**src/rtl/frame_tx_scheduler.sv**
```systemverilog
// frame_tx_scheduler
//   Round-robin scheduler sharing one frame serializer between NUM_CH word
//   producers. One requester is granted per IDLE cycle; the captured word is
//   presented on a valid/ready handshake to the frame assembly stage.
//   Optional keep-alive filler words are enabled by defining the macro
//   FRAME_SCHED_KEEPALIVE_EN; without it out_keepalive is tied low and only
//   granted words are emitted.
// Ports:
//   clk_sys        system clock
//   rst            asynchronous active-high reset
//   req_data       per-channel 32-bit words, channel i at [32*i+31:32*i]
//   req_valid      per-channel word available
//   req_ready      one-hot grant strobe (combinational, IDLE only)
//   en_mask        channel enable; disabled channels are never granted
//   out_data       word to frame assembly
//   out_ch         source channel of out_data
//   out_keepalive  out_data is a keep-alive filler
//   out_valid      output word valid
//   out_ready      frame assembly accepts word
//   tx_words       completed output handshakes, wraps at 16 bits
module frame_tx_scheduler #(
  parameter int NUM_CH        = 4,
  parameter int CH_W          = 2,
  parameter int KEEPALIVE_CYC = 1024
) (
  input  logic                 clk_sys,
  input  logic                 rst,
  input  logic [NUM_CH*32-1:0] req_data,
  input  logic [NUM_CH-1:0]    req_valid,
  output logic [NUM_CH-1:0]    req_ready,
  input  logic [NUM_CH-1:0]    en_mask,
  output logic [31:0]          out_data,
  output logic [CH_W-1:0]      out_ch,
  output logic                 out_keepalive,
  output logic                 out_valid,
  input  logic                 out_ready,
  output logic [15:0]          tx_words
);

  if (CH_W != $clog2(NUM_CH) || NUM_CH < 2 || NUM_CH > 8 || KEEPALIVE_CYC < 4) begin : g_param_check
    $error("frame_tx_scheduler: illegal parameter combination");
  end

  typedef enum logic {IDLE, SEND} state_t;

  state_t            state_q, state_d;
  logic [31:0]       out_data_q, out_data_d;
  logic [CH_W-1:0]   out_ch_q, out_ch_d;
  logic [CH_W-1:0]   last_grant_q, last_grant_d;
  logic [15:0]       tx_words_q, tx_words_d;
  logic [NUM_CH-1:0] eligible;
  logic [NUM_CH-1:0] grant;
  logic              found;
  logic [CH_W-1:0]   winner;

`ifdef FRAME_SCHED_KEEPALIVE_EN
  localparam int IDLE_W = $clog2(KEEPALIVE_CYC);
  localparam logic [IDLE_W-1:0] IDLE_LAST = IDLE_W'(KEEPALIVE_CYC - 1);

  logic              out_keepalive_q, out_keepalive_d;
  logic [IDLE_W-1:0] idle_cnt_q, idle_cnt_d;
`endif

  // Rotating priority: search starts one past the last granted channel.
  always_comb begin
    int unsigned cand;
    eligible = req_valid & en_mask;
    found    = 1'b0;
    winner   = '0;
    cand     = 0;
    for (int unsigned k = 1; k <= NUM_CH; k++) begin
      cand = (32'(last_grant_q) + k) % NUM_CH;
      if (!found && eligible[cand]) begin
        found  = 1'b1;
        winner = CH_W'(cand);
      end
    end
  end

  always_comb begin
    state_d      = state_q;
    out_data_d   = out_data_q;
    out_ch_d     = out_ch_q;
    last_grant_d = last_grant_q;
    tx_words_d   = tx_words_q;
    grant        = '0;
`ifdef FRAME_SCHED_KEEPALIVE_EN
    out_keepalive_d = out_keepalive_q;
    // Held at zero in SEND and whenever a word is granted.
    idle_cnt_d      = '0;
`endif
    case (state_q)
      IDLE: begin
        if (found) begin
          grant[winner] = 1'b1;
          out_data_d    = req_data[32*int'(winner) +: 32];
          out_ch_d      = winner;
          last_grant_d  = winner;
          state_d       = SEND;
`ifdef FRAME_SCHED_KEEPALIVE_EN
          out_keepalive_d = 1'b0;
`endif
        end
`ifdef FRAME_SCHED_KEEPALIVE_EN
        else if (idle_cnt_q == IDLE_LAST) begin
          out_data_d      = '0;
          out_ch_d        = '0;
          out_keepalive_d = 1'b1;
          state_d         = SEND;
        end else begin
          idle_cnt_d = idle_cnt_q + 1'b1;
        end
`endif
      end
      SEND: begin
        if (out_ready) begin
          tx_words_d = tx_words_q + 16'd1;
          state_d    = IDLE;
        end
      end
      default: state_d = IDLE;
    endcase
  end

  always_ff @(posedge clk_sys or posedge rst) begin
    if (rst) begin
      state_q      <= IDLE;
      out_data_q   <= '0;
      out_ch_q     <= '0;
      last_grant_q <= CH_W'(NUM_CH - 1);
      tx_words_q   <= '0;
`ifdef FRAME_SCHED_KEEPALIVE_EN
      out_keepalive_q <= 1'b0;
      idle_cnt_q      <= '0;
`endif
    end else begin
      state_q      <= state_d;
      out_data_q   <= out_data_d;
      out_ch_q     <= out_ch_d;
      last_grant_q <= last_grant_d;
      tx_words_q   <= tx_words_d;
`ifdef FRAME_SCHED_KEEPALIVE_EN
      out_keepalive_q <= out_keepalive_d;
      idle_cnt_q      <= idle_cnt_d;
`endif
    end
  end

  // Grant is masked directly by rst so it is silent throughout reset.
  assign req_ready = grant & {NUM_CH{~rst}};
  assign out_valid = (state_q == SEND);
  assign out_data  = out_data_q;
  assign out_ch    = out_ch_q;
  assign tx_words  = tx_words_q;
`ifdef FRAME_SCHED_KEEPALIVE_EN
  assign out_keepalive = out_keepalive_q;
`else
  assign out_keepalive = 1'b0;
`endif

endmodule

```
**config.mk**
```make
export PLATFORM = sky130hd
export DESIGN_NAME = frame_tx_scheduler
export DESIGN_NICKNAME = d
export VERILOG_FILES = /design/src/rtl/frame_tx_scheduler.sv
export SDC_FILE = /design/constraint.sdc
export NUM_CORES = 1
export LEC_CHECK = 0
export CORE_MARGIN = 3
export CORE_UTILIZATION = 63
export CTS_CLUSTER_SIZE = 30
export DETAILED_ROUTE_END_ITERATION = 16
export DONT_BUFFER_PORTS = 1
export HOLD_SLACK_MARGIN = 0.03
export PLACE_DENSITY = 0.86
export SETUP_SLACK_MARGIN = 0.05
export SLEW_MARGIN = 5
export SYNTH_ARGS = -nofsm -noshare
export SYNTH_HDL_FRONTEND = slang
export SYNTH_SLANG_ARGS = --single-unit
```
**constraint.sdc**
```tcl
create_clock -name clk_sys -period 3.4 [get_ports clk_sys]
set_input_delay 0.68 -clock clk_sys [delete_from_list [all_inputs] [get_ports clk_sys]]
set_output_delay 0.68 -clock clk_sys [all_outputs]
set_load 0.02 [all_outputs]
```
==> results of run 1 <==
[kinds of logic after synthesis]
kind of cell,share of synthesized area
AND/OR/NAND/NOR,0.129
multiplexers,0.218
flip-flops,0.443
AO/OA/AOI/OAI,0.117
buffers and inverters,0.0434
XOR/XNOR,0.0438
adder cells (fa/ha/maj),0.00417
other,0.00125
[metal layers]
metal / GRT usage / vias to the layer above / wire (µm)
li1: - / 1027 / -
met1: 0.312 / 1081 / 2680
met2: 0.420 / 116 / 3800
met3: 0.0788 / 12 / 642
met4: 0.0593 / 0 / 95
met5: 0 / - / 0
[worst register-to-register path, cell delays in order (launching register included)]
cell	delay, ns
dfstp_2	0.61
and3_1	0.19
o22ai_1	0.09
a221o_1	0.35
nand2_1	0.43
buf_4	0.33
o221ai_1	0.14
[cells in the mapped netlist, types with 2 or more instances]
master / number / area share
nand4_1: 3 / 0.0063
and2_1: 2 / 0.0042
dfrtp_1: 51 / 0.43
xnor2_1: 13 / 0.038
dfstp_2: 2 / 0.018
and4_1: 4 / 0.012
nor2_1: 6 / 0.0075
buf_2: 7 / 0.012
o221ai_1: 32 / 0.094
mux2i_1: 64 / 0.21
nand2_1: 50 / 0.063
nor4_1: 3 / 0.0063
clkbuf_1: 4 / 0.0050
o21a_1: 2 / 0.0050
xor2_1: 2 / 0.0058
buf_4: 4 / 0.010
nand3_1: 7 / 0.012
nand2b_1: 2 / 0.0042
clkbuf_4: 2 / 0.0050
[flip-flops by register name, summed over array words and instances, names as in the netlist]
register and cells:
out_valid 1, out_data 32, out_ch 2, last_grant_q 2
tx_words 16
[power by group through the flow]
stage | Clock [mW] | Combinational (mW) | Sequential, mW
2_1_floorplan | 0 | 0.480 | 1.25
5_1_grt | 0.408 | 0.613 | 1.34
3_3_place_gp | 0 | 0.523 | 1.31
4_1_cts | 0.374 | 0.544 | 1.31
3_5_place_dp | 0 | 0.547 | 1.32
6_report | 0.364 | 0.539 | 1.31
[final cells by class]
class                           count  area share
Clock buffer                        7      0.0277
Clock inverter                      1     0.00241
Inverter                            1     0.00120
Multi-Input combinational cell    206       0.496
Sequential cell                    53       0.427
Tap cell                           52      0.0209
Timing Repair Buffer                9      0.0257
[final timing paths]
path | startpoint | to | slack [ns] | cells after the start
setup / recovery | last_grant_q[1]$_DFFE_PP1P_ | req_ready[0] | 0.76 | 5
hold / removal | rst | out_data[30]$_DFFE_PP0P_ | 0.46 | 2
setup reg to reg | last_grant_q[1]$_DFFE_PP1P_ | out_data[20]$_DFFE_PP0P_ | 1.12 | 6
hold reg to reg | last_grant_q[1]$_DFFE_PP1P_ | last_grant_q[1]$_DFFE_PP1P_ | 0.51 | 2
max in group asynchronous | rst | out_data[14]$_DFFE_PP0P_ | 2.50 | 2
min in group clk_sys | last_grant_q[1]$_DFFE_PP1P_ | last_grant_q[1]$_DFFE_PP1P_ | 0.51 | 2
[layout by cell type, fill, tap and decap left out, types with 2 or more instances in the layout]
| cell | netlist | layout |
|---|---|---|
| nor2_1 | 6 | 6 |
| nand4_1 | 3 | 3 |
| mux2i_1 | 64 | 64 |
| clkbuf_8 | 0 | 6 |
| nand2b_1 | 2 | 2 |
| o21a_1 | 2 | 2 |
| dfrtp_1 | 51 | 51 |
| dfstp_2 | 2 | 2 |
| nor4_1 | 3 | 3 |
| o221ai_1 | 32 | 32 |
| buf_4 | 4 | 8 |
| and4_1 | 4 | 4 |
| and2_1 | 2 | 2 |
| nand2_1 | 50 | 50 |
| xnor2_1 | 13 | 13 |
| nand3_1 | 7 | 7 |
| xor2_1 | 2 | 2 |
==> results.cfg, run 1 <==
[clocking]
cts_tree = built
h-tree-depth = 2
cts.path.max_buffers = 2
cts_made_buffers = 5
clockRootBuffer = clkbuf_8
cts_setup_buffers = 0
clk_latency_ns = 0.30
postCtsHoldBufs = 0
cts_resized = 0
cts_sinks = 53
clk_pin_slew_worst_paths_ns = 0.09

[finish]
layout-drive-gt1-share = 0.0830
n_fill_cell = 351
final_cell_count_no_fill = 329
area_growth_pct = 3.97
postLayoutCoreUtil = 0.696
area.sequential_um2 = 1330
fin_nets = 416
final_cell_area_um2 = 3120
multi_input_area_um2 = 1540
num_antenna_cells = 0

[setup_path]
crit_buf_inv = 1
crit_path_end_kind = primary output
start_kind = flop
cpMaxStageDelayCell = dfstp_2
worstPathRequired_ns = 2.72
slowest_delay_ns = 0.61
worst-setup-path-type = flop to primary output
critPathTopFamily = flip-flops
crit_chain = and3_1, o22ai_1, a221o_1, nor4_1, buf_4
path_max_fanout = 7
arrival_ns = 1.96

[route]
wl_per_cell_um = 22.0
remaining_drc_errors = 0
wl_mm = 7.23
antenna_left = 0
drt_iter0_drc = 75
num_vias = 2236
viasPerCell = 6.80
drtPass1Iterations = 4

[synth]
synthDistinctLibCells = 38
synthFlopType = dfrtp_1
yosys_warnings = 0
syn_avg_cell_area_um2 = 10.7
syn_area_um2 = 3000
synth_fp_nets = 419
synth_seq_cells = 53
synth_seq_area_share = 0.443
synthCells = 279
synth-edff-count = 0
async_reset_ff_frac = 1.00

[power]
power.total_mw = 2.21
p_clk_frac = 0.164
p_int_mw = 1.27
vdd_drop_max_uv = 484
pwr-share-comb = 0.243
power_density_nw_per_um2 = 711
p_seq_frac = 0.592
p_switching_mw = 0.941
p_leak_nw = 1.37
sw_frac_of_total = 0.425

[hold_path]
min_path_type = input pin to asynchronous set/reset pin

[timing]
rsz0062_at_grt = false
layout_setup_ws_ns = 0.760
worst_pin_slew_ns = 0.663
post-route-min-period_ns = 2.64
slew_headroom = 0.558
skew_ns = 0.00718
hold_slack_ns = 0.456
fmax_ghz = 0.379
slew_violations = 0
hold_viol = 0
setup_viol = 0
layout_worst_path_cycle_share = 0.777
tns_ns = 0

[floorplanning]
initial_utilization = 0.670
dieArea_um2 = 5620
fp.dieW_um = 75.0
die_y_um = 75.0
num_rows = 24
boundaryPins = 195
core-area_um2 = 4470

[global_route]
grtUsageTotal = 0.249
grt_first_pass_wirelength_mm = 10.5
grt_max_degree = 54
first_global_vias = 2164
antenna_found_initial = 0
grt_overflow = 0

[status]
status = finished, final reports clean

[placed_design]
portBuffers = 0
dp_cells = 321
place_ws_ns = 0.869
place.gp.congestion = 0.830
place_area_um2 = 3020
place_hpwl_mm = 5.57

[run]
maxCapViolations = 0
Note: power is estimated with default switching activity, not from simulation.
==> run 2: changes to the inputs <==
--- a/config.mk
+++ b/config.mk
@@ -6,12 +6,12 @@
 export NUM_CORES = 1
 export LEC_CHECK = 0
 export CORE_MARGIN = 3
-export CORE_UTILIZATION = 63
+export CORE_UTILIZATION = 57
 export CTS_CLUSTER_SIZE = 30
 export DETAILED_ROUTE_END_ITERATION = 16
 export DONT_BUFFER_PORTS = 1
 export HOLD_SLACK_MARGIN = 0.03
-export PLACE_DENSITY = 0.86
+export PLACE_DENSITY = 0.82
 export SETUP_SLACK_MARGIN = 0.05
 export SLEW_MARGIN = 5
 export SYNTH_ARGS = -nofsm -noshare
==> constraint.sdc (replaced) <==
create_clock -name clk_sys -period 2.23 [get_ports clk_sys]
set_input_delay 0.446 -clock clk_sys [delete_from_list [all_inputs] [get_ports clk_sys]]
set_output_delay 0.446 -clock clk_sys [all_outputs]
set_load 0.02 [all_outputs]
==> results.cfg, run 2 (synthesis gave the netlist of run 1 again) <==
[clocking]
h-tree-depth = 2
clockRootBuffer = clkbuf_8
clk_pin_slew_worst_paths_ns = 0.10
cts.path.max_buffers = 2
postCtsHoldBufs = 0
clk_latency_ns = 0.30
cts_tree = built
cts_sinks = 53
cts_made_buffers = 5

[timing]
skew_ns = 0.00778
slew_violations = 0
fmax_ghz = 0.413
hold_viol = 0
layout_worst_path_cycle_share = 1.09
rsz0062_at_grt = true
setup_viol = 8
layout_setup_ws_ns = -0.191
worst_pin_slew_ns = 0.607
slew_headroom = 0.594
tns_ns = -0.706
post-route-min-period_ns = 2.42

[setup_path]
worstPathRequired_ns = 1.78
path_max_fanout = 6
cpMaxStageDelayCell = dfstp_2
crit_chain = buf_4, nand3_2, nor3b_4, nor3b_4, buf_4, nor4_1, buf_4
slowest_delay_ns = 0.58
arrival_ns = 1.97
crit_buf_inv = 3
critPathTopFamily = simple AND/OR/NAND/NOR gates
path_common_cell = buf_4
worst-setup-path-type = flop to primary output
start_kind = flop
crit_path_end_kind = primary output

[hold_path]
min_path_type = input pin to asynchronous set/reset pin

[placed_design]
place_area_um2 = 3080
portBuffers = 0
place.gp.congestion = 0.832
place_ws_ns = 0.0320
place_hpwl_mm = 5.70

[global_route]
antenna_found_initial = 0
grt_max_degree = 45
grt_first_pass_wirelength_mm = 11.7
first_global_vias = 2336
grtUsageTotal = 0.240
grt_overflow = 0

[finish]
largest_register_ffs = 32
final_cell_area_um2 = 3620
fin_nets = 437
mostFrequentLayoutCells = 54 x mux2i_1, 51 x dfrtp_1, 50 x nand2_1
area_growth_pct = 20.8
area.sequential_um2 = 1330
layout-drive-gt1-share = 0.211
num_antenna_cells = 0
multi_input_area_um2 = 1640
mostFrequentLayoutCell = mux2i_1
n_fill_cell = 348
postLayoutCoreUtil = 0.737

[route]
wl_mm = 8.63
wl_per_cell_um = 23.6
viasPerCell = 6.62
top_layer = met4
met1_length_mm = 3.24
antenna_left = 0
remaining_drc_errors = 0
wl_met2_mm = 4.56
num_vias = 2418
drtPass1Iterations = 4
wl_met3_um = 714
drt_iter0_drc = 92

[run]
maxCapViolations = 0

[floorplanning]
num_rows = 25
core-area_um2 = 4910
fp.dieW_um = 78.5
initial_utilization = 0.610
die_y_um = 78.5
boundaryPins = 195
dieArea_um2 = 6160

[status]
status = finished with violations
violations = setup timing

[power]
p_leak_nw = 1.57
power_density_nw_per_um2 = 1080
vdd_drop_max_uv = 583
-- run 2: worst register-to-register path: cells and delay by family, from the launching register on --
kind	cells	cell delay, ns
buffers and inverters	4	0.60
muxes	1	0.22
and+or+nand+nor	3	0.58
DFF	1	0.58
AOI/OAI and AO/OA	1	0.15
-- run 2: repair_timing --
item / CTS / global route
pin swaps: 2 / 10
gates cloned: 0 / 9
setup endpoints to repair: 11 / 36
buffers inserted: 6 / 3
gates resized for setup: 9 / 23
-- run 2: path summary, 6_finish.rpt --
path	cells after the start	end	slack, ns	start
max	7	req_ready[1]	-0.19	last_grant_q[1]$_DFFE_PP1P_
min	2	out_data[29]$_DFFE_PP0P_	0.12	rst
max reg2reg	9	out_data[7]$_DFFE_PP0P_	-0.02	last_grant_q[1]$_DFFE_PP1P_
min reg2reg	1	last_grant_q[0]$_DFFE_PP1P_	0.58	last_grant_q[0]$_DFFE_PP1P_
max in group asynchronous	2	last_grant_q[1]$_DFFE_PP1P_	1.77	rst
min in group clk_sys	2	tx_words[2]$_DFFE_PP0P_	0.34	out_ready
-- run 2: where the power goes --
| part | switching, mW | internal [mW] | total [mW] |
|---|---|---|---|
| Clock | 0.315 | 0.446 | 0.761 |
| Sequential | 0.699 | 1.29 | 1.99 |
| Combinational | 0.543 | 0.618 | 1.16 |
| Total | 1.56 | 2.35 | 3.91 |
-- run 2: layer usage --
| metal | global-route usage | vias up |
|---|---|---|
| met2 | 0.413 | 136 |
| met5 | 0 | - |
| met1 | 0.285 | 1201 |
| li1 | - | 1071 |
| met3 | 0.0642 | 10 |
| met4 | 0.0909 | 0 |
-- run 2: layout make-up --
cell class	instances	area share
multi-input cells	206	0.454
flip-flops and latches	53	0.367
repair buffers	30	0.117
well taps	67	0.0232
clock buffers	5	0.0190
clock inverters	3	0.0180
inverters	1	0.00207
-- run 2: through the flow --
step	instances	power (mW)	hold slack [ns]
floorplan	279	2.63	0.474
global placement	339	2.81	0.433
detailed placement	339	2.86	0.435
CTS	353	3.67	0.110
global route	365	4.10	0.128
finish	365	3.91	0.118
==> run 3: changes to the inputs <==
==> constraint.sdc (replaced) <==
create_clock -name clk_sys -period 2.23 [get_ports clk_sys]
set_input_delay 0.446 -clock clk_sys [delete_from_list [all_inputs] [get_ports clk_sys]]
set_output_delay 0.446 -clock clk_sys [all_outputs]
set_load 0.005 [all_outputs]
==> results.cfg, run 3 (synthesis gave the netlist of run 1 again) <==
[run]
maxCapViolations = 0

[setup_path]
worst-setup-path-type = flop to primary output
worstPathRequired_ns = 1.78
reg2reg_depth = 8
start_kind = flop
rrSetupSlack_ns = 0.06
path_max_fanout = 3
arrival_ns = 1.90
crit_path_end_kind = primary output
worst_r2r_startpoint = last_grant_q[1]$_DFFE_PP1P_
reg2reg_to = out_data[23]$_DFFE_PP0P_

[route]
drt_iter0_drc = 107
num_vias = 2392
remaining_drc_errors = 0
wl_mm = 8.39
viasPerCell = 6.66
top_layer = met4
wl_met2_mm = 4.55
wl_per_cell_um = 23.4
met1_length_mm = 3.06
drtPass1Iterations = 4
wl_met3_um = 709
antenna_left = 0

[global_route]
grt_max_degree = 47
grtUsageTotal = 0.243
antenna_found_initial = 0
grt_first_pass_wirelength_mm = 11.8
grt_overflow = 0
first_global_vias = 2414

[clocking]
cts.path.max_buffers = 2
cts_tree = built
cts_sinks = 53
cts_made_buffers = 5
clk_pin_slew_worst_paths_ns = 0.11
clockRootBuffer = clkbuf_8
h-tree-depth = 2
clk_latency_ns = 0.31

[power]
pwr-share-comb = 0.307
p_clk_frac = 0.200
p_switching_mw = 1.17
p_leak_nw = 1.49
sw_frac_of_total = 0.353
power_density_nw_per_um2 = 969
vdd_drop_max_uv = 587
p_seq_frac = 0.492
p_int_mw = 2.15

[timing]
layout_setup_ws_ns = -0.121
hold_viol = 0
slew_headroom = 0.467
slew_violations = 0
rsz0062_at_grt = true
fmax_ghz = 0.425
worst_pin_slew_ns = 0.797
layout_worst_path_cycle_share = 1.05
setup_viol = 3
skew_ns = 0.0165
post-route-min-period_ns = 2.35
hold_slack_ns = 0.339

[floorplanning]
fp.dieW_um = 78.5
core-area_um2 = 4910
dieArea_um2 = 6160
initial_utilization = 0.610
boundaryPins = 195
num_rows = 25
die_y_um = 78.5

[placed_design]
place.gp.congestion = 0.800
portBuffers = 0
dp_cells = 338
place_area_um2 = 3060
place_hpwl_mm = 5.94

[finish]
layout-drive-gt1-share = 0.161
final_cell_count_no_fill = 359
area_growth_pct = 14.3
final_cell_area_um2 = 3430
fin_nets = 431
largest_register_ffs = 32
mostFrequentLayoutCells = 61 x mux2i_1, 51 x dfrtp_1, 50 x nand2_1
mostFrequentLayoutCell = mux2i_1
n_fill_cell = 387
num_antenna_cells = 0

[hold_path]
min-delay-start = out_ready
min_path_type = input pin to flop
hold_end = tx_words[2]$_DFFE_PP0P_
worstHoldPathCells = 2

[status]
status = finished with violations
violations = setup timing
run 3: cell types whose count changed in the layout (fill, tap and decap cells not counted), sizes merged:
cell         before  now
dlygate4sd3       0    2
bufinv            2    1
buf              24   19
clkbuf           11    8
clkinvlp          1    2
run 3: what timing repair did:
item / in CTS / in global routing
endpoints found under the hold margin: 18 / 0
endpoints found under the setup margin: 4 / 36
hold buffers: 2 / 0
cloned: 0 / 5
pin swaps: 1 / 5
resized for setup: 3 / 15
buffers inserted: 3 / 3
run 3: final cells by class:
type / count / area, µm² / share of cell area
clock buffers: 5 / 68.8 / 0.0201
clock inverters: 3 / 46.3 / 0.0135
inverters: 1 / 7.51 / 0.00219
multi-input cells: 206 / 1610 / 0.469
flip-flops and latches: 53 / 1330 / 0.388
well taps: 67 / 83.8 / 0.0245
repair buffers: 24 / 285 / 0.0833
run 3: how the worst max path moves through the flow:
stage	startpoint	endpoint	cells past startpoint
2_1_floorplan	rst	req_ready[2]	2
3_3_place_gp	req_valid[0]	out_data[6]$_DFFE_PP0P_	6
3_5_place_dp	req_valid[0]	out_data[6]$_DFFE_PP0P_	6
4_1_cts	last_grant_q[1]$_DFFE_PP1P_	req_ready[0]	5
5_1_grt	last_grant_q[1]$_DFFE_PP1P_	req_ready[0]	5
6_report	last_grant_q[1]$_DFFE_PP1P_	req_ready[0]	5
run 3: metrics by stage:
stage | setup WS [ns] | util | TNS [ns] | power, mW
floorplan | 0.211 | - | 0 | 2.27
detailed placement | 0.0987 | 0.623 | 0 | 2.51
finish | -0.121 | 0.698 | -0.191 | 3.32
global placement | 0.176 | 0.623 | 0 | 2.45
CTS | -0.0892 | 0.659 | -0.0892 | 3.19
global route | -0.233 | 0.698 | -0.607 | 3.51
run 3: power by group through the flow:
stage	sequential (mW)	clock (mW)	combinational (mW)
after CTS	1.63	0.674	0.885
after floorplan	1.54	0	0.728
final	1.63	0.665	1.02
after global routing	1.67	0.716	1.12
after global placement	1.65	0	0.801
after detailed placement	1.65	0	0.855
run 3: per-layer routing:
layer / track usage / vias up
li1: - / 1063
met1: 0.268 / 1177
met2: 0.455 / 144
met3: 0.0734 / 8
met4: 0.0542 / 0
met5: 0 / -
run 3: worst max-delay path: stages (launching register included):
cell and delay (ns):
dfstp_2 0.55, and3_4 0.19, o22ai_4 0.07, a221o_1 0.37, nor4_2 0.28, buf_4 0.15
